## src/rtl/bp_mem_resp_delay_if.sv

```systemverilog
`default_nettype none
// ============================================================================
// Module   : bp_mem_resp_delay_if
// Brief    : Ready/valid beat channel used on both sides of the delay buffer.
// Revision : 1.0
// ============================================================================
interface bp_mem_resp_delay_if #(
  parameter int width_p = 64
) ();
  logic [width_p-1:0] data;
  logic               v;
  logic               ready;

  modport master (output data, output v, input ready);
  modport slave  (input data, input v, output ready);
endinterface
`default_nettype wire

```

## src/rtl/bp_mem_resp_delay.sv

```systemverilog
`default_nettype none
// ============================================================================
// Module   : bp_mem_resp_delay
// Brief    : In-order buffer holding each beat at least latency_p cycles.
// Revision : 1.0
// ============================================================================
module bp_mem_resp_delay #(
  parameter int  width_p      = 64,
  parameter int  els_p        = 4,
  parameter int  latency_p    = 8,
  localparam int lg_els_lp    = (els_p > 1) ? $clog2(els_p) : 1,
  localparam int cnt_width_lp = ((latency_p + 1) > 1) ? $clog2(latency_p + 1) : 1
) (
  input  logic                 clk_i,
  input  logic                 reset_i,
  bp_mem_resp_delay_if.slave   up_if,
  bp_mem_resp_delay_if.master  dn_if,
  output logic [lg_els_lp:0]   count_o
);

  localparam logic [lg_els_lp:0]      c_els      = (lg_els_lp + 1)'(els_p);
  localparam logic [lg_els_lp-1:0]    c_last_ptr = lg_els_lp'(els_p - 1);
  localparam logic [cnt_width_lp-1:0] c_load     = cnt_width_lp'(latency_p - 1);
  localparam logic [cnt_width_lp-1:0] c_one      = cnt_width_lp'(1);

  logic [width_p-1:0]      data_q [els_p];
  logic [cnt_width_lp-1:0] cnt_q  [els_p];

  logic [lg_els_lp-1:0] wptr_q, wptr_d;
  logic [lg_els_lp-1:0] rptr_q, rptr_d;
  logic [lg_els_lp:0]   occ_q,  occ_d;

  logic w_full;
  logic w_empty;
  logic w_head_ripe;
  logic w_enq;
  logic w_deq;

  assign w_full      = (occ_q == c_els);
  assign w_empty     = (occ_q == '0);
  assign w_head_ripe = (cnt_q[rptr_q] == '0);

  // Outputs are forced idle for the whole reset cycle, not just after the edge.
  assign up_if.ready = ~w_full & ~reset_i;
  assign dn_if.v     = ~w_empty & w_head_ripe & ~reset_i;
  assign dn_if.data  = data_q[rptr_q];
  assign count_o     = reset_i ? '0 : occ_q;

  assign w_enq = up_if.v & up_if.ready;
  assign w_deq = dn_if.v & dn_if.ready;

  always_comb begin
    wptr_d = wptr_q;
    rptr_d = rptr_q;
    occ_d  = occ_q;
    if (w_enq) begin
      wptr_d = (wptr_q == c_last_ptr) ? '0 : wptr_q + lg_els_lp'(1);
    end
    if (w_deq) begin
      rptr_d = (rptr_q == c_last_ptr) ? '0 : rptr_q + lg_els_lp'(1);
    end
    case ({w_enq, w_deq})
      2'b10:   occ_d = occ_q + (lg_els_lp + 1)'(1);
      2'b01:   occ_d = occ_q - (lg_els_lp + 1)'(1);
      default: occ_d = occ_q;
    endcase
  end

  always_ff @(posedge clk_i) begin
    if (reset_i) begin
      wptr_q <= '0;
      rptr_q <= '0;
      occ_q  <= '0;
    end else begin
      wptr_q <= wptr_d;
      rptr_q <= rptr_d;
      occ_q  <= occ_d;
    end
  end

  // Every slot ages on its own so a stalled head never holds back later beats.
  always_ff @(posedge clk_i) begin
    for (int i = 0; i < els_p; i++) begin
      if (reset_i) begin
        cnt_q[i] <= '0;
      end else if (w_enq && (wptr_q == lg_els_lp'(i))) begin
        cnt_q[i] <= c_load;
      end else if (cnt_q[i] != '0) begin
        cnt_q[i] <= cnt_q[i] - c_one;
      end
    end
  end

  always_ff @(posedge clk_i) begin
    if (w_enq) begin
      data_q[wptr_q] <= up_if.data;
    end
  end

  always_ff @(posedge clk_i) begin
    if (!reset_i) begin
      assert (els_p >= 2 && latency_p >= 1)
        else $error("bp_mem_resp_delay: illegal parameters els_p=%0d latency_p=%0d", els_p, latency_p);
      assert (occ_q <= c_els)
        else $error("bp_mem_resp_delay: occupancy %0d exceeds depth %0d", occ_q, els_p);
    end
  end

endmodule
`default_nettype wire

```

## src/flat_wrapper.sv

```systemverilog
// flat-port wrapper written by rule: the top's interface ports become plain ports
module bp_mem_resp_delay_flat 
#(
  parameter int  width_p      = 64,
  parameter int  els_p        = 4,
  parameter int  latency_p    = 8,
  localparam int lg_els_lp    = (els_p > 1) ? $clog2(els_p) : 1,
  localparam int cnt_width_lp = ((latency_p + 1) > 1) ? $clog2(latency_p + 1) : 1
)
  (clk_i, reset_i, count_o, up_if_data, up_if_v, up_if_ready, dn_if_data, dn_if_v, dn_if_ready);
  bp_mem_resp_delay_if #(.width_p(width_p)) up_if_i ();
  bp_mem_resp_delay_if #(.width_p(width_p)) dn_if_i ();
  input  logic clk_i;
  input  logic reset_i;
  output logic [lg_els_lp:0] count_o;
  input wire logic [$bits(up_if_i.data)-1:0] up_if_data;
  input wire logic [$bits(up_if_i.v)-1:0] up_if_v;
  output wire logic [$bits(up_if_i.ready)-1:0] up_if_ready;
  output wire logic [$bits(dn_if_i.data)-1:0] dn_if_data;
  output wire logic [$bits(dn_if_i.v)-1:0] dn_if_v;
  input wire logic [$bits(dn_if_i.ready)-1:0] dn_if_ready;
  assign up_if_i.data = up_if_data;
  assign up_if_i.v = up_if_v;
  assign up_if_ready = up_if_i.ready;
  assign dn_if_data = dn_if_i.data;
  assign dn_if_v = dn_if_i.v;
  assign dn_if_i.ready = dn_if_ready;
  bp_mem_resp_delay #(.width_p(width_p), .els_p(els_p), .latency_p(latency_p)) u_core (.clk_i(clk_i), .reset_i(reset_i), .up_if(up_if_i), .dn_if(dn_if_i), .count_o(count_o));
endmodule
```

## config.mk

```make
export PLATFORM = sky130hd
export DESIGN_NAME = bp_mem_resp_delay_flat
export DESIGN_NICKNAME = d
export VERILOG_FILES = /design/src/rtl/bp_mem_resp_delay_if.sv /design/src/rtl/bp_mem_resp_delay.sv /design/src/flat_wrapper.sv
export SDC_FILE = /design/constraint.sdc
export NUM_CORES = 1
export LEC_CHECK = 0
export CORE_MARGIN = 5
export CORE_UTILIZATION = 55
export DETAILED_ROUTE_END_ITERATION = 8
export GPL_TIMING_DRIVEN = 0
export HOLD_SLACK_MARGIN = 0.03
export PLACE_DENSITY = 0.79
export SLEW_MARGIN = 15
export SYNTH_ARGS = -nofsm -noshare
export SYNTH_HDL_FRONTEND = slang
export SYNTH_SLANG_ARGS = --single-unit
```

## constraint.sdc

```tcl
create_clock -name clk_i -period 2.67 [get_ports clk_i]
set_clock_uncertainty 0.1 [all_clocks]
set_input_delay 0.534 -clock clk_i [delete_from_list [all_inputs] [get_ports clk_i]]
set_output_delay 0.534 -clock clk_i [all_outputs]
set_load 0.02 [all_outputs]
```

# Word-level counts from Yosys, hierarchy flattened
# Memories as Yosys holds them, arrays and structs flattened. A register that Yosys moved wholly into a read port is not among the register bits.
# Index checks and enable logic that the tools add are counted.
dict set report word_totals {
  regBits 7
  inputBits 68
  mem_bits_rw 272
  output_inout_bits 69
  n_memories 2
}
# name depth word_bits read_ports rd_ports_with_merged_regs wr line
set mem_list {}
lappend mem_list {u_core.data_q 4 64 1 1 1 bp_mem_resp_delay.sv:26} ;# logic [width_p-1:0] data_q [els_p];
lappend mem_list {u_core.cnt_q 4 4 5 1 4 bp_mem_resp_delay.sv:27} ;# logic [cnt_width_lp-1:0] cnt_q [els_p];
dict set report op_classes {
  mux 48
  bitwise 16
  n_reduce_logical 12
  addsub 8
  n_eq_ne 7
}
# cell count
set op_table {}
lappend op_table {{$mux W1} 32}
lappend op_table {{$mux W4} 8}
lappend op_table {{$reduce_bool A4 Y1} 4}
lappend op_table {{$sub A4 B1 Y4 const B} 4}
lappend op_table {{$mux W2} 6}
lappend op_table {{$eq A2 B2 Y1 const B} 4}
lappend op_table {{$or A1 B1 Y1} 8}
lappend op_table {{$pmux W3 S2} 1}
lappend op_table {{$and A1 B1 Y1} 5}
lappend op_table {{$add A2 B1 Y2 const B} 2}
lappend op_table {{$eq A2 B1 Y1 const B} 2}
lappend op_table {{$logic_and A1 B1 Y1} 4}
lappend op_table {{$logic_not A4 Y1} 1}
lappend op_table {{$add A3 B1 Y3 const B} 1}
lappend op_table {{$eq A3 B3 Y1 const B} 1}
lappend op_table {{$logic_not A3 Y1} 1}
lappend op_table {{$mux W3} 1}
lappend op_table {{$not A1 Y1} 3}
lappend op_table {{$sub A3 B1 Y3 const B} 1}
lappend op_table {{$logic_not A2 Y1} 1}
lappend op_table {{$reduce_bool A2 Y1} 1}

# Depth between registers and ports, before layout
# Gate-level depths: netlist of the first run.
dict set report depth {
  depth_word 10
  ltp_mapped 11
  depth_no_buf 10
}

# Worst setup path before layout of the first run
# OpenSTA, ideal clock, no wires.
dict set report synth_path {
  path_type {input to register}
  start {input reset_i}
  end {memory u_core.data_q[3][0], enable pin}
  setup_time_ps 390
  t_required_ps 2180
  cell_stages 5
  arrival_ps 2088
  path_buffers 1
  setup_slack_ps 91
  path_cell_list {a31oi_1 > and2_1 > buf_4 > nand2_2 > inv_2}
}
dict set report synth_via {
  elab_chain_cells 5
}
# item line
set synth_rtl {}
lappend synth_rtl {{start, declared} flat_wrapper.sv:14} ;# input logic reset_i;
lappend synth_rtl {{$not A1 Y1} bp_mem_resp_delay.sv:44} ;# assign up_if.ready = ~w_full & ~reset_i;
lappend synth_rtl {{$and A1 B1 Y1} bp_mem_resp_delay.sv:44}
lappend synth_rtl {{$and A1 B1 Y1} bp_mem_resp_delay.sv:49} ;# assign w_enq = up_if.v & up_if.ready;
lappend synth_rtl {{$mux W1} bp_mem_resp_delay.sv:95} ;# if (w_enq) begin
lappend synth_rtl {{$mux W1 (implied by the code)} bp_mem_resp_delay.sv:96} ;# data_q[wptr_q] <= up_if.data;
lappend synth_rtl {{end, declared} bp_mem_resp_delay.sv:26}
# Every way passes these cells.

==> impl_metrics.ini, run 1 <==
[clocking]
cts_tree = built
clock_path_buffers = 3
cts-root-buf = clkbuf_16
htreeDepth = 1
clkSinkCount = 281
path_clk_slew_ps = 60
cts_buffers = 27
clk_latency_ps = 520

[grt]
grt_start_max_net_pins = 53
grt_pass1_vias = 5719
grt-ovfl-total = 0
gr-usage-all-layers_pct = 18.34
antenna_found_initial = 1
grt_pass1_wl_um = 31480

[detailed_routing]
first_pass_iters = 4
vias_per_cell = 5.539
wl_per_cell_um = 21.59
drc = 0
wirelength_um = 20250
vias = 5196
ant_nets = 0
drt_iter0_drc = 314

[final_layout]
n_antenna_cell = 0
stdcell_count = 938
area_growth_pct = 24.34
multiInputGateArea_um2 = 2178
seq_area_um2 = 8353
drive_gt1_share_pct = 30.76
nNetsFinal = 734
fill_cells = 1251

[setup_path]
cp_slowest_cell = mux4_2
max_stage_delay_ps = 520
path_class = flip-flop to primary output
critPathMaxFanout = 10
cp_num_buf_inv = 3
cp_cell_sequence = buf_16, buf_12, mux4_2, buf_2
cp.required_ps = 2040
crit_arrival_ps = 1980
start_kind = flip-flop
crit_family = buffers and inverters
setup.worst_path.end_class = primary output

[sta]
final_hold_viol_count = 0
rsz0062_at_grt = true
period_needed_ps = 2616
whs_ps = 458.0
tightestPinTransition_ps = 489.6
period_share_pct = 97.96
setup_viol = 0
slew_headroom_pct = 67.36
fmax_ghz = 0.3823
slew_viol_final = 0
fin_setup_tns_ps = 0
worst_slack_ps = 54.37

[placed_design]
place.gp.congestion = 0.7365
dp.cells = 886
place_ws_ps = -544.4
portBuffers = 136
hpwl_um = 12420

[yosys]
synth_edf_count = 272
synthArstFlopShare_pct = 0
ys.flop_type = edfxtp_1
syn_nets = 560
synth_warnings = 0
synth_cell_type_count = 31
mappedNetlistArea_um2 = 10670
yosysSeqAreaShare_pct = 78.22
synthCells = 481
syn_area_per_cell_um2 = 22.19
ys_seq_elements = 281

[run]
cap_violations = 0

[pwr]
power.density_nw_per_um2 = 738.7
power_uw = 9802
power_frac_clock_pct = 35.9
p_sw_uw = 2177
p_sw_share_pct = 22.21
power_frac_seq_pct = 53.3
pwr-share-comb_pct = 10.8
p_leak_uw = 0.004384
vdd_drop_max_mv = 0.5410
p_int_uw = 7625

[floorplanning]
die-area_um2 = 22290
die_h_um = 149.3
io_pins = 137
num_rows = 51
start_util_pct = 55.38
dieWidth_um = 149.3
core-area_um2 = 19270

[status]
status = complete, no violations

[min_path]
hold_path.class = flip-flop to flip-flop
-- power groups by stage --
stage | sequential [µW] | clock (µW) | combinational, µW
2_1_floorplan | 5270 | 0 | 656
3_3_place_gp | 5280 | 0 | 1000
3_5_place_dp | 5310 | 0 | 1080
4_1_cts | 5220 | 3610 | 1060
5_1_grt | 5250 | 3810 | 1160
6_report | 5230 | 3520 | 1050
-- timing repair --
item | 4_1_cts | 5_1_grt
pin swaps | 1 | 4
gates cloned | 3 | 1
resized for setup | 278 | 23
setup endpoints to repair | 69 | 22
hold buffers | 0 | 0
setup buffers | 2 | 0
-- per-layer routing --
metal	routed length (µm)	vias to the layer above	GRT usage, %
met5	11	-	0
met4	300	2	4.165
met3	1114	26	3.525
met2	10530	151	31.75
met1	8300	2680	24.55
li1	-	2337	-
-- cell usage in the layout, fill, tap and decap left out, drive strengths merged, types with 5 or more instances in the layout --
cell	count
edfxtp	272
buf	84
clkdlybuf4s50	68
mux4	64
clkbuf	36
inv	19
nor2	14
nand2	11
clkinv	11
nor3	10
ha	10
dfxtp	9
o31ai	8
dlygate4sd2	7
and2	6
a21oi	6
mux2	6
o21ai	5
or3	5
-- logic make-up (layout without fill, tap and decap cells) --
family | after synthesis | count (layout) | share of synthesized area (%)
flops | 281 | 281 | 78.22
mux | 72 | 72 | 14.33
simple gates | 59 | 59 | 2.954
buf+inv | 36 | 228 | 1.840
compound gates | 20 | 20 | 1.137
fa+ha+maj | 11 | 11 | 1.360
xor+xnor | 2 | 2 | 0.1642
-- tightest hold or removal path: stages (launching register included) --
cell and delay (ps):
dfxtp_1 360, a21oi_1 80, nor2_1 80
-- path summary, 6_finish.rpt --
check / cells past startpoint / endpoint / slack [ps] / from
max: 4 / dn_if_data[15] / 50 / flip-flop
min: 2 / u_core.occ_q[1]$_SDFFE_PP0P_ / 460 / u_core.occ_q[1]$_SDFFE_PP0P_
max reg2reg: 11 / u_core.occ_q[2]$_SDFFE_PP0P_ / 110 / flip-flop
min reg2reg: 2 / u_core.occ_q[1]$_SDFFE_PP0P_ / 460 / u_core.occ_q[1]$_SDFFE_PP0P_
-- registers in the layout, indices dropped and copies added (netlist names), named ones only --
register and count:
u_core.occ_q 3, u_core.cnt_q 16, u_core.wptr_q 2, u_core.data_q 256, u_core.rptr_q 2
-- per-stage QoR --
step	utilization [%]	instance area (µm²)
final	68.86	13270
after global routing	68.86	13270
after CTS	69.00	13300
after detailed placement	64.75	12480
after global placement	64.17	12370
after floorplan	-	10670
-- Yosys cell counts, types with 3 or more instances --
library cell | instances | share of area [%]
mux2_2 | 4 | 0.42
dfxtp_1 | 9 | 1.7
nand2_1 | 7 | 0.25
ha_1 | 10 | 1.2
inv_1 | 14 | 0.49
mux4_2 | 64 | 14
o31ai_1 | 8 | 0.56
or3_1 | 5 | 0.29
nor2b_1 | 3 | 0.18
edfxtp_1 | 272 | 77
nand2_2 | 4 | 0.23
nor3_1 | 10 | 0.47
o21ai_0 | 5 | 0.23
nand3b_1 | 4 | 0.28
a21oi_1 | 6 | 0.28
and2_1 | 6 | 0.35
inv_2 | 4 | 0.14
buf_6 | 6 | 0.63
nor2_1 | 14 | 0.49
clkbuf_1 | 3 | 0.11
buf_2 | 7 | 0.33
-- layout make-up --
class | count | area share, %
Clock buffer | 32 | 5.233
Buffer | 17 | 1.622
Tap cell | 265 | 2.499
Multi-Input combinational cell | 164 | 16.42
Inverter | 18 | 0.5846
Sequential cell | 281 | 62.95
Timing Repair Buffer | 146 | 9.777
Clock inverter | 15 | 0.9240
Note: power is estimated with default switching activity, not from simulation.
==> inputs of run 2 (changes only) <==
--- a/config.mk
+++ b/config.mk
@@ -5,12 +5,14 @@
 export SDC_FILE = /design/constraint.sdc
 export NUM_CORES = 1
 export LEC_CHECK = 0
+export CAP_MARGIN = 25
 export CORE_MARGIN = 5
 export CORE_UTILIZATION = 55
 export DETAILED_ROUTE_END_ITERATION = 8
 export GPL_TIMING_DRIVEN = 0
 export HOLD_SLACK_MARGIN = 0.03
 export PLACE_DENSITY = 0.79
+export REMOVE_ABC_BUFFERS = 1
 export SLEW_MARGIN = 15
 export SYNTH_ARGS = -nofsm -noshare
 export SYNTH_HDL_FRONTEND = slang
==> impl_metrics.ini, run 2 (synthesized netlist as in run 1, its figures left out) <==
[status]
status = finished, violations left
violations = negative setup slack

[grt]
gr-usage-all-layers_pct = 19.06
antenna_found_initial = 0
grt_start_max_net_pins = 50
grt_pass1_wl_um = 32230
grt-ovfl-total = 0
grt_pass1_vias = 5683

[placed_design]
hpwl_um = 11780
place.gp.congestion = 0.6823
portBuffers = 136

[detailed_routing]
vias = 5302
drc = 0
vias_per_cell = 5.605
first_pass_iters = 4
drt_iter0_drc = 401
wl_per_cell_um = 22.50
wirelength_um = 21290
ant_nets = 0

[final_layout]
largest-register = u_core.data_q
n_antenna_cell = 0
nNetsFinal = 741
fill_cells = 1198
largest_register_ffs = 256
area_growth_pct = 27.49
reg_top3 = u_core.data_q (256), u_core.cnt_q (16), u_core.occ_q (3)
final_cell_mix = edfxtp_1, clkdlybuf4s50_1, mux4_2
final_common_cell = edfxtp_1
drive_gt1_share_pct = 32.01

[pwr]
power_uw = 10010
vdd_drop_max_mv = 0.6703
power.density_nw_per_um2 = 735.7
p_leak_uw = 0.004493

[clocking]
cts_tree = built
clkSinkCount = 281
clock_path_buffers = 3
cts-root-buf = clkbuf_16
htreeDepth = 1
cts_buffers = 27
path_clk_slew_ps = 60
clk_latency_ps = 510

[setup_path]
crit_arrival_ps = 2050
path_class = flip-flop to primary output
r2r-end = u_core.occ_q[2]$_SDFFE_PP0P_
reg2reg_depth = 12
cp.required_ps = 2040
start_kind = flip-flop
critPathMaxFanout = 6
endpoint = dn_if_data[3]
rrSetupSlack_ps = -10
setup.worst_path.end_class = primary output

[run]
cap_violations = 0

[min_path]
hold_path.class = input port to flip-flop

[floorplanning]
io_pins = 137
dieWidth_um = 149.3
die_h_um = 149.3
die-area_um2 = 22290
core-area_um2 = 19270
start_util_pct = 55.38
num_rows = 51

[sta]
final_hold_viol_count = 0
fin_setup_tns_ps = -17.88
period_share_pct = 100.4
worst_slack_ps = -10.18
slew_headroom_pct = 60.86
period_needed_ps = 2680
tightestPinTransition_ps = 587.1
rsz0062_at_grt = true
setup_viol = 3
slew_viol_final = 0
fmax_ghz = 0.3731
[run 2: changes by cell type in the layout (fill, tap and decap cells not counted), moves of 5 or more]
cell / before / now
buf_2: 56 / 28
clkbuf_2: 1 / 15
clkdlybuf4s15_2: 0 / 10
dlygate4sd2_1: 7 / 0
clkdlybuf4s15_1: 0 / 6
buf_16: 6 / 11
buf_6: 5 / 10
clkbuf_8: 0 / 5
[run 2: layout make-up]
cell class                      count  area (µm²)  area share, %
Clock buffer                       38       767.0          5.637
Clock inverter                     10       97.59         0.7172
Inverter                           18       80.08         0.5885
Multi-Input combinational cell    164        2193          16.12
Sequential cell                   281        8356          61.41
Tap cell                          265       331.6          2.437
Timing Repair Buffer              170        1782          13.09
[run 2: worst min-delay path by stage]
stage,startpoint,endpoint,depth (start not counted)
after floorplan,u_core.occ_q[2]$_SDFFE_PP0P_,u_core.occ_q[2]$_SDFFE_PP0P_,2
after global placement,u_core.occ_q[2]$_SDFFE_PP0P_,u_core.occ_q[2]$_SDFFE_PP0P_,2
after detailed placement,u_core.occ_q[1]$_SDFFE_PP0P_,u_core.occ_q[1]$_SDFFE_PP0P_,2
after CTS,u_core.occ_q[1]$_SDFFE_PP0P_,u_core.occ_q[1]$_SDFFE_PP0P_,2
after global routing,reset_i,u_core.occ_q[1]$_SDFFE_PP0P_,2
final,reset_i,u_core.occ_q[1]$_SDFFE_PP0P_,2
[run 2: worst max-delay path, stage by stage (launching register included)]
cell and delay (ps):
dfxtp_4 370, buf_6 130, buf_12 100, clkbuf_16 150, buf_8 120, mux4_2 520
buf_6 150
[run 2: metal layers]
metal  track usage (%)  share of wire, %  up-vias
met5                 0                 0        -
met4             3.432              0.86        0
met3             4.041               6.0       23
met2             32.59                52      167
met1             26.08                41     2755
li1                  -                 -     2357
[run 2: power breakdown]
| part | switching (µW) | leakage [µW] | internal (µW) |
|---|---|---|---|
| clock network | 1470 | 0.000422 | 2180 |
| logic | 587 | 0.00149 | 536 |
| registers | 146 | 0.00258 | 5090 |
| total | 2200 | 0.00449 | 7810 |
[run 2: metrics by stage]
stage	cells	cell area (µm²)	util, %	hold slack, ps	setup WS, ps
after floorplan	463	10540	-	373.4	-2186
after global routing	946	13610	70.61	433.8	-120.2
final	946	13610	70.61	416.6	-10.18
after CTS	941	13540	70.28	437.3	-108.0
after detailed placement	870	12410	64.41	417.6	-1148
after global placement	864	12240	63.50	392.9	-3708
[run 2: repair_timing]
item                                    4_1_cts  5_1_grt
gates resized for setup                     207       66
hold buffers                                  0        0
endpoints found under the setup margin      348       96
cloned                                        5        1
setup buffers                                18        4
pin swaps                                     6        8
